[src/rtl/seg_scan_decoder_if.sv]
// Scanned 7-segment display bus plus decoded frame outputs.
// master drives the display scan, slave is the decoder.
interface seg_scan_decoder_if;
  logic [7:0]  seg;
  logic [3:0]  an;
  logic        seg_valid;
  logic [15:0] digits;
  logic        frame_valid;
  logic [3:0]  err_mask;
  logic        timeout;

  modport master (
    output seg,
    output an,
    output seg_valid,
    input  digits,
    input  frame_valid,
    input  err_mask,
    input  timeout
  );

  modport slave (
    input  seg,
    input  an,
    input  seg_valid,
    output digits,
    output frame_valid,
    output err_mask,
    output timeout
  );
endinterface

[src/rtl/seg_scan_decoder.sv]
// Recovers 4-digit BCD frames from a multiplexed 7-segment scan,
// debouncing each slot and dropping frames that stall too long.
module seg_scan_decoder #(
  parameter int STABLE_CNT = 4,
  parameter int TIMEOUT    = 1000
) (
  input  logic              clk,
  input  logic              rst,
  seg_scan_decoder_if.slave bus
);

  typedef enum logic [1:0] {
    IDLE    = 2'd0,
    CAPTURE = 2'd1,
    EMIT    = 2'd2
  } state_t;

  localparam logic [3:0]  SC = 4'(STABLE_CNT);
  localparam logic [15:0] TO = 16'(TIMEOUT);

  state_t      state;
  logic [10:0] prev_key;
  logic [3:0]  cnt;
  logic [3:0]  cnt_nxt;
  logic [15:0] tcnt;
  logic [15:0] tcnt_inc;
  logic [15:0] work;
  logic [15:0] work_nxt;
  logic [3:0]  werr;
  logic [3:0]  werr_nxt;
  logic [3:0]  seen;
  logic [3:0]  seen_nxt;
  logic [15:0] digits_q;
  logic [3:0]  err_q;
  logic        fv_q;
  logic        to_q;

  logic [6:0]  pat;
  logic [3:0]  sel;
  logic [10:0] key;
  logic [1:0]  slot;
  logic [3:0]  slot_bit;
  logic        valid;
  logic        match;
  logic        acc;
  logic [3:0]  dec;
  logic        bad;
  logic        unused_dp;

  assign pat       = bus.seg[7:1];
  assign sel       = ~bus.an;
  assign key       = {bus.an, pat};
  assign unused_dp = bus.seg[0];

  // Only a single selected digit makes a usable sample.
  always_comb begin
    slot     = 2'd0;
    slot_bit = 4'b0000;
    valid    = 1'b0;
    unique case (sel)
      4'b0001: begin
        slot     = 2'd0;
        slot_bit = 4'b0001;
        valid    = bus.seg_valid;
      end
      4'b0010: begin
        slot     = 2'd1;
        slot_bit = 4'b0010;
        valid    = bus.seg_valid;
      end
      4'b0100: begin
        slot     = 2'd2;
        slot_bit = 4'b0100;
        valid    = bus.seg_valid;
      end
      4'b1000: begin
        slot     = 2'd3;
        slot_bit = 4'b1000;
        valid    = bus.seg_valid;
      end
      default: ;
    endcase
  end

  always_comb begin
    dec = 4'hF;
    bad = 1'b1;
    unique case (pat)
      7'b0000001: begin dec = 4'd0; bad = 1'b0; end
      7'b1001111: begin dec = 4'd1; bad = 1'b0; end
      7'b0010010: begin dec = 4'd2; bad = 1'b0; end
      7'b0000110: begin dec = 4'd3; bad = 1'b0; end
      7'b1001100: begin dec = 4'd4; bad = 1'b0; end
      7'b0100100: begin dec = 4'd5; bad = 1'b0; end
      7'b0100000: begin dec = 4'd6; bad = 1'b0; end
      7'b0001111: begin dec = 4'd7; bad = 1'b0; end
      7'b0000000: begin dec = 4'd8; bad = 1'b0; end
      7'b0000100: begin dec = 4'd9; bad = 1'b0; end
      default: ;
    endcase
  end

  assign match = (key == prev_key);

  always_comb begin
    if (!match)
      cnt_nxt = 4'd1;
    else if (cnt == SC)
      cnt_nxt = SC;
    else
      cnt_nxt = cnt + 4'd1;
  end

  // A saturated counter on an unchanged pattern must not re-accept.
  assign acc = valid && (cnt_nxt == SC) &&
               !(match && (cnt == SC));

  always_comb begin
    work_nxt = work;
    werr_nxt = werr;
    work_nxt[{slot, 2'b00} +: 4] = dec;
    werr_nxt[slot]               = bad;
  end

  assign seen_nxt = seen | slot_bit;
  assign tcnt_inc = tcnt + 16'd1;

  always_ff @(posedge clk) begin
    if (rst) begin
      state    <= IDLE;
      prev_key <= '0;
      cnt      <= '0;
      tcnt     <= '0;
      work     <= '0;
      werr     <= '0;
      seen     <= '0;
      digits_q <= '0;
      err_q    <= '0;
      fv_q     <= 1'b0;
      to_q     <= 1'b0;
    end else begin
      fv_q <= 1'b0;
      to_q <= 1'b0;
      if (valid) begin
        prev_key <= key;
        cnt      <= cnt_nxt;
      end else begin
        cnt <= '0;
      end
      if (acc) begin
        work <= work_nxt;
        werr <= werr_nxt;
      end
      unique case (state)
        CAPTURE: begin
          if (acc) begin
            tcnt <= '0;
            if (seen_nxt == 4'hF) begin
              state    <= EMIT;
              seen     <= '0;
              digits_q <= work_nxt;
              err_q    <= werr_nxt;
              fv_q     <= 1'b1;
            end else begin
              seen <= seen_nxt;
            end
          end else if (tcnt_inc == TO) begin
            state <= IDLE;
            seen  <= '0;
            tcnt  <= '0;
            to_q  <= 1'b1;
          end else begin
            tcnt <= tcnt_inc;
          end
        end
        // IDLE and EMIT: an acceptance here opens a new frame.
        default: begin
          tcnt <= '0;
          if (acc) begin
            state <= CAPTURE;
            seen  <= slot_bit;
          end else begin
            state <= IDLE;
            seen  <= '0;
          end
        end
      endcase
    end
  end

  assign bus.digits      = digits_q;
  assign bus.err_mask    = err_q;
  assign bus.frame_valid = fv_q;
  assign bus.timeout     = to_q;

endmodule

[src/flat_wrapper.sv]
// flat-port wrapper written by rule: the top's interface ports become plain ports
module seg_scan_decoder_flat 
#(
  parameter int STABLE_CNT = 4,
  parameter int TIMEOUT    = 1000
)
  (clk, rst, bus_seg, bus_an, bus_seg_valid, bus_digits, bus_frame_valid, bus_err_mask, bus_timeout);
  seg_scan_decoder_if bus_i ();
  input  logic clk;
  input  logic rst;
  input wire logic [$bits(bus_i.seg)-1:0] bus_seg;
  input wire logic [$bits(bus_i.an)-1:0] bus_an;
  input wire logic [$bits(bus_i.seg_valid)-1:0] bus_seg_valid;
  output wire logic [$bits(bus_i.digits)-1:0] bus_digits;
  output wire logic [$bits(bus_i.frame_valid)-1:0] bus_frame_valid;
  output wire logic [$bits(bus_i.err_mask)-1:0] bus_err_mask;
  output wire logic [$bits(bus_i.timeout)-1:0] bus_timeout;
  assign bus_i.seg = bus_seg;
  assign bus_i.an = bus_an;
  assign bus_i.seg_valid = bus_seg_valid;
  assign bus_digits = bus_i.digits;
  assign bus_frame_valid = bus_i.frame_valid;
  assign bus_err_mask = bus_i.err_mask;
  assign bus_timeout = bus_i.timeout;
  seg_scan_decoder #(.STABLE_CNT(STABLE_CNT), .TIMEOUT(TIMEOUT)) u_core (.clk(clk), .rst(rst), .bus(bus_i));
endmodule
[config.mk]
export PLATFORM = sky130hd
export DESIGN_NAME = seg_scan_decoder_flat
export DESIGN_NICKNAME = d
export VERILOG_FILES = /design/src/rtl/seg_scan_decoder_if.sv /design/src/rtl/seg_scan_decoder.sv /design/src/flat_wrapper.sv
export SDC_FILE = /design/constraint.sdc
export NUM_CORES = 1
export LEC_CHECK = 0
export BUFFER_PORTS_ARGS = -buffer_cell sky130_fd_sc_hd__buf_4
export CORE_MARGIN = 1.5
export CORE_UTILIZATION = 25
export CTS_BUF_LIST = sky130_fd_sc_hd__clkbuf_4 sky130_fd_sc_hd__clkbuf_8 sky130_fd_sc_hd__clkbuf_16
export CTS_CLUSTER_DIAMETER = 30
export CTS_CLUSTER_SIZE = 30
export DETAILED_ROUTE_END_ITERATION = 8
export HOLD_SLACK_MARGIN = 0.12
export PLACE_DENSITY = 0.41
export SYNTH_ARGS = -nofsm -noshare
export SYNTH_HDL_FRONTEND = slang
export SYNTH_SLANG_ARGS = --single-unit
[constraint.sdc]
create_clock -name clk -period 5 [get_ports clk]
set_clock_uncertainty 0.1 [all_clocks]
set_input_delay 1 -clock clk [delete_from_list [all_inputs] [get_ports clk]]
set_output_delay 1 -clock clk [all_outputs]
set_load 0.01 [all_outputs]
Word-level counts from Yosys, hierarchy flattened
Index checks and enable logic that the tools add are counted.
- output and inout port bits: 22
- bits of input ports: 15
- logic and storage cells: 81
- register bits: 79
- ROM bits: 0
- latch bits: 0
- memories kept: 0
- memory bits (writable): 0
- mux-type cells: 23
- bitwise operators: 5
- div/mod/pow operators: 0
- shift-type cells: 2
- $add $sub $neg: 3
- equal/unequal tests: 21
- order comparisons: 2
- reduce and logical (&&, ||, !) cells: 14
- $mul: 0
- operator list (operator ; number):
    $pmux W4 S10 ; 1
    $mux W4 ; 7
    $add A16 B1 Y16 const B ; 1
    $bwmux W16 ; 1
    $eq A16 B10 Y1 const B ; 1
    $pmux W4 S4 ; 1
    $shift A4 B6 Y16 const A ; 1
    $shiftx A4 B6 Y16 ; 1
    $eq A7 B3 Y1 const B ; 2
    $eq A7 B6 Y1 const B ; 2
    $eq A7 B7 Y1 const B ; 2
    $eq A4 B3 Y1 const B ; 3
    $eq A11 B11 Y1 ; 1
    $reduce_or A10 Y1 ; 1
    $eq A4 B4 Y1 const B ; 2
    $mux W2 ; 4
    $reduce_or A4 Y1 ; 2
    $eq A7 B1 Y1 const B ; 1
    $eq A7 B4 Y1 const B ; 1
    $eq A7 B5 Y1 const B ; 1
    $logic_not A7 Y1 ; 1
    $mux W1 ; 6
    $neg A4 Y6 ; 1
    $pmux W2 S3 ; 1
    19 further kinds ; 25

Longest topological paths before layout
Gate-level depths: netlist of the first run.
- depth in word-level cells: 8
- mapped depth: 10
- depth with buffers taken out: 9

Worst setup path after synthesis of the first run
No wires, ideal clock.
- kind: in2reg
- start point: in bus_an[2]
- end point: reg u_core.digits_q[3], in the netlist u_core.bus.digits[3]
- slack: 2.161 ns
- library setup time: 0.086 ns
- required time: 4.814 ns
- stages on the path: 9
- data arrival time: 2.654 ns
- buffers on the path: 1
- cell sequence: buf_2 -> xor2_1 -> and3_4 -> inv_1 -> ha_1 -> or3_1 -> nor2_1 -> a22oi_1 -> a211oi_1
- word-level cells in the longest chain between the ends: 7
- RTL lines (element ; line ; source):
    from (decl) ; flat_wrapper.sv:12 ; input wire logic [$bits(bus_i.an)-1:0] bus_an;
    parallel branches: the longest is 7 deep, another holds $neg A4 Y6 ; n/a ;
    to (signal assigned) ; seg_scan_decoder.sv:161 ; digits_q <= work_nxt;
    to (decl) ; seg_scan_decoder.sv:33 ; logic [15:0] digits_q;
Several ways; the timed one is not identified.
A chain may end at the register's enable or synchronous reset.

Final worst setup path of the first run
- start point: in bus_an[0]
- end point: reg u_core.state[0]
- word-level cells in the longest chain between the ends: 8
- RTL lines (element ; line ; source):
    parallel branches: the longest is 8 deep, another holds $not A4 Y4 ; n/a ;
    to (signal assigned) ; seg_scan_decoder.sv:130 ; state <= IDLE;
    to (signal assigned) ; seg_scan_decoder.sv:159 ; state <= EMIT;
    to (signal assigned) ; seg_scan_decoder.sv:168 ; state <= IDLE;
    to (decl) ; seg_scan_decoder.sv:21 ; state_t state;
Several ways; the timed one is not identified.

==> results.md, run 1 <==
* Final design area excluding fillers at about 4800 um^2
* TritonCTS sink count at 79
* ANT cells at 0
* Final GP Congestion at ~0.75
* Die area at ~17000 um^2
* Crit path cell chain: buf_4 -> xnor2_1 -> nand4_1 -> nor4_2 -> nand3_2 -> nand2_1 -> o21ai_0
* FF+latch area at approximately 1600 um^2
* Leakage at ~1.6 nW
* Multi-input logic area at roughly 2300 um^2
* Post-synthesis sequential area ratio at about two fifths
* Gr ovfl total at 0
* Crit path DAT at approximately 3.5 ns
* First-pass DRT Iterations at 4
* Clock buffer depth at 2
* Share of cells above drive strength 1 at between 10 and 15%
* Predominant post-synthesis flop cell: dfxtp_1
* DR WL/cell at 13.9 um
* Setup-failing EPs final at 0
* Flop pwr share at around 44%
* Syn nets at ~500
* Peak VDD IR at between 0.00015 and 0.0002 V
* # fillers at about 1800
* Final period utilization at about two thirds
* Yosys reg bits at 79
* Cell count after synthesis at 492
* Combinational share of power at under 10%
* Switching Share at 23.3%
* Final Critical Period at 3.36 ns
* Min-delay worst type: reg -> reg
* Number of global-route vias before repair at 3205
* Layout area overhead at 15.3%
* Largest net degree at the start of global routing at 60
* Post-CTS setup buffer count at 0
* Gr usage total at between 10 and 15%
* Detail Route Antenna Nets at 0
* Critical-path maximum fanout at 25
* Via density at 4.74
* Synthesis Warnings at 0
* CP max-delay cell: nand2_1
* CTS Hold Bufs at 0
* CTS tree: built
* Root Buffer: clkbuf_16
* First-pass GRT wire length at 16600 um
* Drt total wl at just over 10000 um
* Clock-pin slew on the worst setup and hold paths at 0.06 ns
* DRC Markers at 0
* Pwr/cell area at 303 nW/um^2
* Clk_lat worst skew at ~0.34 ns
* Measured slew at the worst slew-check pin at a little over 1 ns
* Synth unique cells at 65
* PortBufs at 35
* Row count at between 40 and 50
* Switching pwr at roughly 0.34 mW
* Cts bufs inserted at 9
* Fmax at 298 MHz
* Most frequent cells in the layout: dfxtp_1, nor2_1, nand2_1
* Internal at ~1.1 mW
* Post-layout util at 29.8%
* I/O pin cnt at 37
* CORE AREA at 16000 um^2
* Critical Path RT at roughly 5.1 ns
* Most common cell after layout, fill and taps aside: dfxtp_1
* DR vias at 3467
* Final slew viol count at 0
* H-tree levels at 3
* CP Launch Type: input port
* Final Hold Fails at 0
* Placement-stage cell area at 4450 um^2
* Number of max-cap violations at 0
* Setup TNS Final at 0 ns
* Die outline height at 132 um
* Worst slew margin at approximately 32%
* Synth async-reset ratio at 0%
* Status: finished clean
* Initial antenna violation count at 0
* RSZ-0062 raised after global routing: false
* Final net count at roughly 530
* DR iter-0 viols at 202
* Post-synthesis instance area at roughly 4100 um^2
* Die Span X at between 100 and 150 um
* Post-synth EDFFs at 0
* Detailed placer's ending HPWL at slightly below 7000 um
* Crit Path Category: in -> reg
* Critical Path Sink Type: register
* Initial core utilization at between 20% and 30%
* CP max stage delay at just over 0.7 ns
* Mapped Avg Cell Area at 8.41 um^2
* Clock network power share at between 40% and 50%
* Post-CTS Resized at 0
final timing paths:
check | slack (ns) | cells after the start | startpoint | to
setup reg to reg | 1.79 | 8 | u_core.cnt[0]$_SDFF_PP0_ | u_core.state[0]$_SDFFE_PP0P_
setup / recovery | 1.64 | 7 | bus_an[0] | u_core.state[0]$_SDFFE_PP0P_
hold reg to reg | 0.36 | 2 | u_core.work[2]$_SDFFE_PP0P_ | u_core.work[2]$_SDFFE_PP0P_
hold / removal | 0.36 | 2 | u_core.work[2]$_SDFFE_PP0P_ | u_core.work[2]$_SDFFE_PP0P_
per-layer routing:
layer / vias to the layer above / routed length, um / track usage (%)
li1: 1786 / - / -
met1: 1626 / 5200 / 16.3
met2: 44 / 4490 / 18.5
met5: - / 0 / 0
met3: 11 / 290 / 3.13
met4: 0 / 159 / 4.44
area by class of cell:
cell class	count	share of cell area [%]
multi-input cells	370	47.7
flip-flops and latches	79	33.1
repair buffers	37	5.82
well taps	216	5.66
clock buffers	10	4.88
clock inverters	6	1.78
inverters	13	1.02
worst max-delay path: cells and delay by family:
kind	cells	cell delay, ns
AOI/OAI and AO/OA	1	0.18
and+or+nand+nor	4	1.85
xor gates and xnor gates	1	0.26
buffers and inverters	1	0.14
metrics by stage:
| step | setup WS, ns | cells | power [mW] | hold WS [ns] |
|---|---|---|---|---|
| after global placement | 1.29 | 715 | 0.744 | 0.339 |
| after floorplan | 2.16 | 492 | 0.722 | 0.330 |
| after CTS | 1.62 | 731 | 1.47 | 0.359 |
| after detailed placement | 1.26 | 715 | 0.744 | 0.350 |
| after global routing | 1.38 | 731 | 1.50 | 0.382 |
| final | 1.64 | 731 | 1.44 | 0.355 |
cell usage after synthesis, drive strengths merged, types with 2 or more instances:
master,n,area share (%)
nand4,9,1.5
nor4,5,1.3
and2b,2,0.42
nor3b,5,0.91
buf,13,3.0
a31oi,2,0.30
or2b,2,0.39
ha,8,2.4
clkbuf,16,2.4
dfxtp,79,38
or3,3,0.57
o31ai,2,0.36
a211oi,16,3.0
clkinv,3,0.27
o211ai,2,0.36
mux2i,6,1.5
nand2b,2,0.30
xnor2,22,4.7
nor2,55,5.0
a22oi,12,2.2
nand3,33,4.1
or4,2,0.45
o21ai,30,4.0
nor3,22,2.7
nand2,43,4.0
a21oi,34,4.1
xor2,9,1.9
and3,10,1.8
a21o,4,0.76
and4b,5,1.3
o2bb2ai,6,1.3
nor2b,7,1.1
inv,10,0.91
cells by family (layout without fill, tap and decap cells):
group / count (synthesis) / after routing / synth area share [%]
AO/OA/AOI/OAI: 116 / 116 / 18.1
XOR/XNOR: 31 / 31 / 6.56
adder cells (fa/ha/maj): 8 / 8 / 2.42
buffers and inverters: 43 / 66 / 6.77
flip-flops: 79 / 79 / 38.2
multiplexers: 6 / 6 / 1.45
AND/OR/NAND/NOR: 209 / 209 / 26.5
registers in the layout, summed over array words and instances (netlist names), 2 cells and up:
register,count
u_core.bus.digits,16
u_core.tcnt,16
u_core.work,16
u_core.prev_key,11
u_core.bus.err_mask,4
u_core.cnt,4
u_core.seen,4
u_core.werr,4
u_core.state,2
power groups by stage:
stage | combinational (mW) | clock [mW] | sequential [mW]
after floorplan | 0.0725 | 0 | 0.649
after global placement | 0.0940 | 0 | 0.650
after detailed placement | 0.0943 | 0 | 0.650
after CTS | 0.0945 | 0.739 | 0.636
after global routing | 0.105 | 0.759 | 0.636
final | 0.0939 | 0.714 | 0.636
(Power assumes the default switching activity.)
==> run 2: changes to the inputs <==
--- a/config.mk
+++ b/config.mk
@@ -5,6 +5,7 @@
 export SDC_FILE = /design/constraint.sdc
 export NUM_CORES = 1
 export LEC_CHECK = 0
+export ABC_AREA = 1
 export BUFFER_PORTS_ARGS = -buffer_cell sky130_fd_sc_hd__buf_4
 export CORE_MARGIN = 1.5
 export CORE_UTILIZATION = 25
@@ -13,7 +14,7 @@
 export CTS_CLUSTER_SIZE = 30
 export DETAILED_ROUTE_END_ITERATION = 8
 export HOLD_SLACK_MARGIN = 0.12
-export PLACE_DENSITY = 0.41
+export PLACE_DENSITY = 0.42
 export SYNTH_ARGS = -nofsm -noshare
 export SYNTH_HDL_FRONTEND = slang
 export SYNTH_SLANG_ARGS = --single-unit
==> constraint.sdc (replaced) <==
create_clock -name clk -period 2.8 [get_ports clk]
set_clock_uncertainty 0.1 [all_clocks]
set_input_delay 0.56 -clock clk [delete_from_list [all_inputs] [get_ports clk]]
set_output_delay 0.56 -clock clk [all_outputs]
set_load 0.01 [all_outputs]
==> run 2 against run 1 <==
Final cell count increased by 24%. Routed wire length increased by 3.1%. Global-route usage increased by 0.57 points. Largest cell class unchanged.
==> results.md, run 2 <==
* Crit path from: u_core.cnt[0]$_SDFF_PP0_
* Post-synthesis sequential area ratio at 37.8% (-0.46 points)
* Gr ovfl total at 0 (unchanged)
* First-pass DRT Iterations at 4 (unchanged)
* PortBufs at 35 (unchanged)
* Synth async-reset ratio at 0% (unchanged)
* DR WL/cell at 11.5 um (-17%)
* Mapped Avg Cell Area at 6.50 um^2 (-23%)
* I/O pin cnt at 37 (unchanged)
* Final GP Congestion at 0.826 (+10%)
* Placement-stage cell area at 4730 um^2 (+6.2%)
* CTS tree: built
* Worst slew margin at 75.4% (+43 points)
* Top Usage Layer GRT: met2
* Placement Setup Slack at 0.226 ns (-1.04 ns)
* Min-delay worst type: reg -> reg
* First-pass GRT wire length at 17700 um (+6.1%)
* Final period utilization at approximately 84%
* WP buf/inv at 4 (+3)
* Hold Slack at 0.345 ns (-0.0105 ns)
* Initial core utilization at 25.4% (-0.43 points)
* Met2 GRT Util at 21.6% (+3.1 points)
* Die area at 17500 um^2 (+1.2%)
* Crit path DAT at 2.54 ns (-0.91 ns)
* Setup TNS Final at 0 ns (unchanged)
* Final design area excluding fillers at 5050 um^2 (+5.7%)
* Main area contributors after synthesis: dfxtp_1, nand2_1, nor2_1
* Peak VDD IR at 0.000288 V (+78%)
* Top-count cell post-synth: nand2_1
* Cell taking the most area after synthesis: dfxtp_1
* Detail Route Antenna Nets at 0 (unchanged)
* CORE AREA at 16500 um^2 (+2.9%)
* Post-CTS Resized at 0 (unchanged)
* DR iter-0 viols at 135 (-33%)
* Gr usage total at 12.7% (+0.57 points)
* Predominant post-synthesis flop cell: dfxtp_1
* RSZ-0062 raised after global routing: false
* Final Critical Period at approximately 2.3 ns
* CP max-delay cell: dfxtp_1
* Pwr/cell area at 512 nW/um^2 (+69%)
* Leakage at 2.31 nW (+42%)
* DRC Markers at 0 (unchanged)
* FF+latch area at 1580 um^2 (unchanged)
* Clock buffer depth at 2 (unchanged)
* Most frequent cells in the layout: nand2_1, nor2_1, inv_1
* Final Hold Fails at 0 (unchanged)
* Synth unique cells at 33 (-49%)
* Post-synthesis instance area at 4190 um^2 (+1.2%)
* Die outline height at 132 um (+0.59%)
* Total Power at 2.58 mW (+79%)
* Post-layout util at 30.6% (+0.82 points)
* Met3 usage at 2.41% (-0.71 points)
* Row count at 47 (+2.2%)
* Syn nets at 667 (+30%)
* CP top delay family: buffers and inverters
* ANT cells at 0 (unchanged)
* Layout Cells excl Fill at 907 (+24%)
* Most common cell after layout, fill and taps aside: nand2_1
* Multi-input logic area at 2160 um^2 (-4.9%)
* Most frequent CP cell: inv_1
* Status: finished clean
* CP Launch Type: register
* Critical Path RT at 3.00 ns (-2.09 ns)
* Root Buffer: clkbuf_16
* Yosys reg bits at 79 (unchanged)
* Share of cells above drive strength 1 at 11.8% (-3.2 points)
* Placed cells at 892 (+25%)
* Reg-to-reg startpoint: u_core.cnt[0]$_SDFF_PP0_
* Final WS setup at 0.455 ns (-1.19 ns)
* Measured slew at the worst slew-check pin at 0.366 ns (-0.643 ns)
* M1 GR Usage at 15.3% (-1.0 points)
* Post-synth EDFFs at 0 (unchanged)
* DR vias at 3939 (+14%)
* Post-CTS setup buffer count at 0 (unchanged)
* Drt total wl at 10500 um (+3.1%)
* CP max stage delay at 0.35 ns (-0.37 ns)
* Initial antenna violation count at 0 (unchanged)
* Final net count at 706 (+32%)
* Synthesis Warnings at 0 (unchanged)
* Post-synth top cells: nand2_1, nor2_1, inv_1
* Setup-failing EPs final at 0 (unchanged)
* Layout area overhead at 20.5%
* Crit path cell chain: inv_1 -> ha_1 -> a31oi_1 -> nand2_1 -> nor2_1 -> nand2_4 -> nor2_8 -> buf_4 -> inv_1 -> a21oi_1 -> o21ai_0 -> inv_1
* Crit Path Category: reg -> reg
* Cell count after synthesis at 644 (+31%)
* Largest net degree at the start of global routing at 31 (-48%)
* Final slew viol count at 0 (unchanged)
* Cts bufs inserted at 9 (unchanged)
* Fmax at ~430 MHz
* Die Span X at 132 um (+0.59%)
* Critical Path Sink Type: register
* Number of max-cap violations at 0 (unchanged)
* Number of global-route vias before repair at 3681 (+15%)
* Clock-pin slew on the worst setup and hold paths at 0.06 ns (about the same)
* Via density at 4.34 (-8.4%)
* Top-area cell type share of the netlist area at 37.8% (-0.46 points)
* CTS Hold Bufs at 0 (unchanged)
* Detailed placer's ending HPWL at 7730 um (+13%)
* H-tree levels at 3 (unchanged)
* # fillers at 1857 (+5.7%)
* Critical-path maximum fanout at 17 (-32%)
* TritonCTS sink count at 79 (unchanged)
* Clk_lat worst skew at 0.35 ns (about the same)
* HP Start: u_core.bus.err_mask[0]$_SDFFE_PP0P_
[run 2: cell count changes after synthesis, sizes merged, moves of 9 or more]
cell and change:
a211oi -16, a22oi -12, and3 -10, clkbuf -11, inv +84, nand2 +105
nand3 +26, nor2 +49, nor3 -15, o21ai +28, xnor2 -17, xor2 -9
[run 2: routing by layer]
layer | vias up | share of wire [%]
met5 | - | 0
met4 | 0 | 2.2
met3 | 15 | 2.3
met2 | 49 | 47
met1 | 1749 | 48
li1 | 2126 | -
[run 2: layout make-up]
cell class | instances | area share (%)
clock buffer | 10 | 4.61
clock inverter | 5 | 1.66
inverter | 95 | 7.09
multi-input combinational | 453 | 42.9
sequential | 79 | 31.3
tap | 220 | 5.45
timing repair buffer | 45 | 6.94
[run 2: where the power goes]
part	total [mW]	switching, mW	internal [mW]	leakage [nW]
registers	1.14	0.00654	1.13	0.637
logic	0.165	0.108	0.0566	1.53
clock network	1.28	0.490	0.787	0.148
total	2.58	0.605	1.98	2.31
[run 2: worst paths after layout]
kind         slack, ns                                   to  cells past startpoint
max reg2reg       0.45         u_core.work[11]$_SDFFE_PP0P_                     12
min reg2reg       0.34  u_core.bus.err_mask[0]$_SDFFE_PP0P_                      2
max               0.45         u_core.work[11]$_SDFFE_PP0P_                     12
min               0.34  u_core.bus.err_mask[0]$_SDFFE_PP0P_                      2
[run 2: cells by family after synthesis]
family | Yosys count | synth area share, %
and+or+nand+nor | 341 | 36.1
buffers and inverters | 112 | 10.5
AOI/OAI and AO/OA | 99 | 12.2
DFF | 79 | 37.8
adders and majority gates | 8 | 2.39
xor gates and xnor gates | 5 | 1.05
[run 2: worst min-delay path, stage by stage (launching register included)]
cell and delay, ns:
dfxtp_1 0.31, inv_1 0.05, a21oi_1 0.05
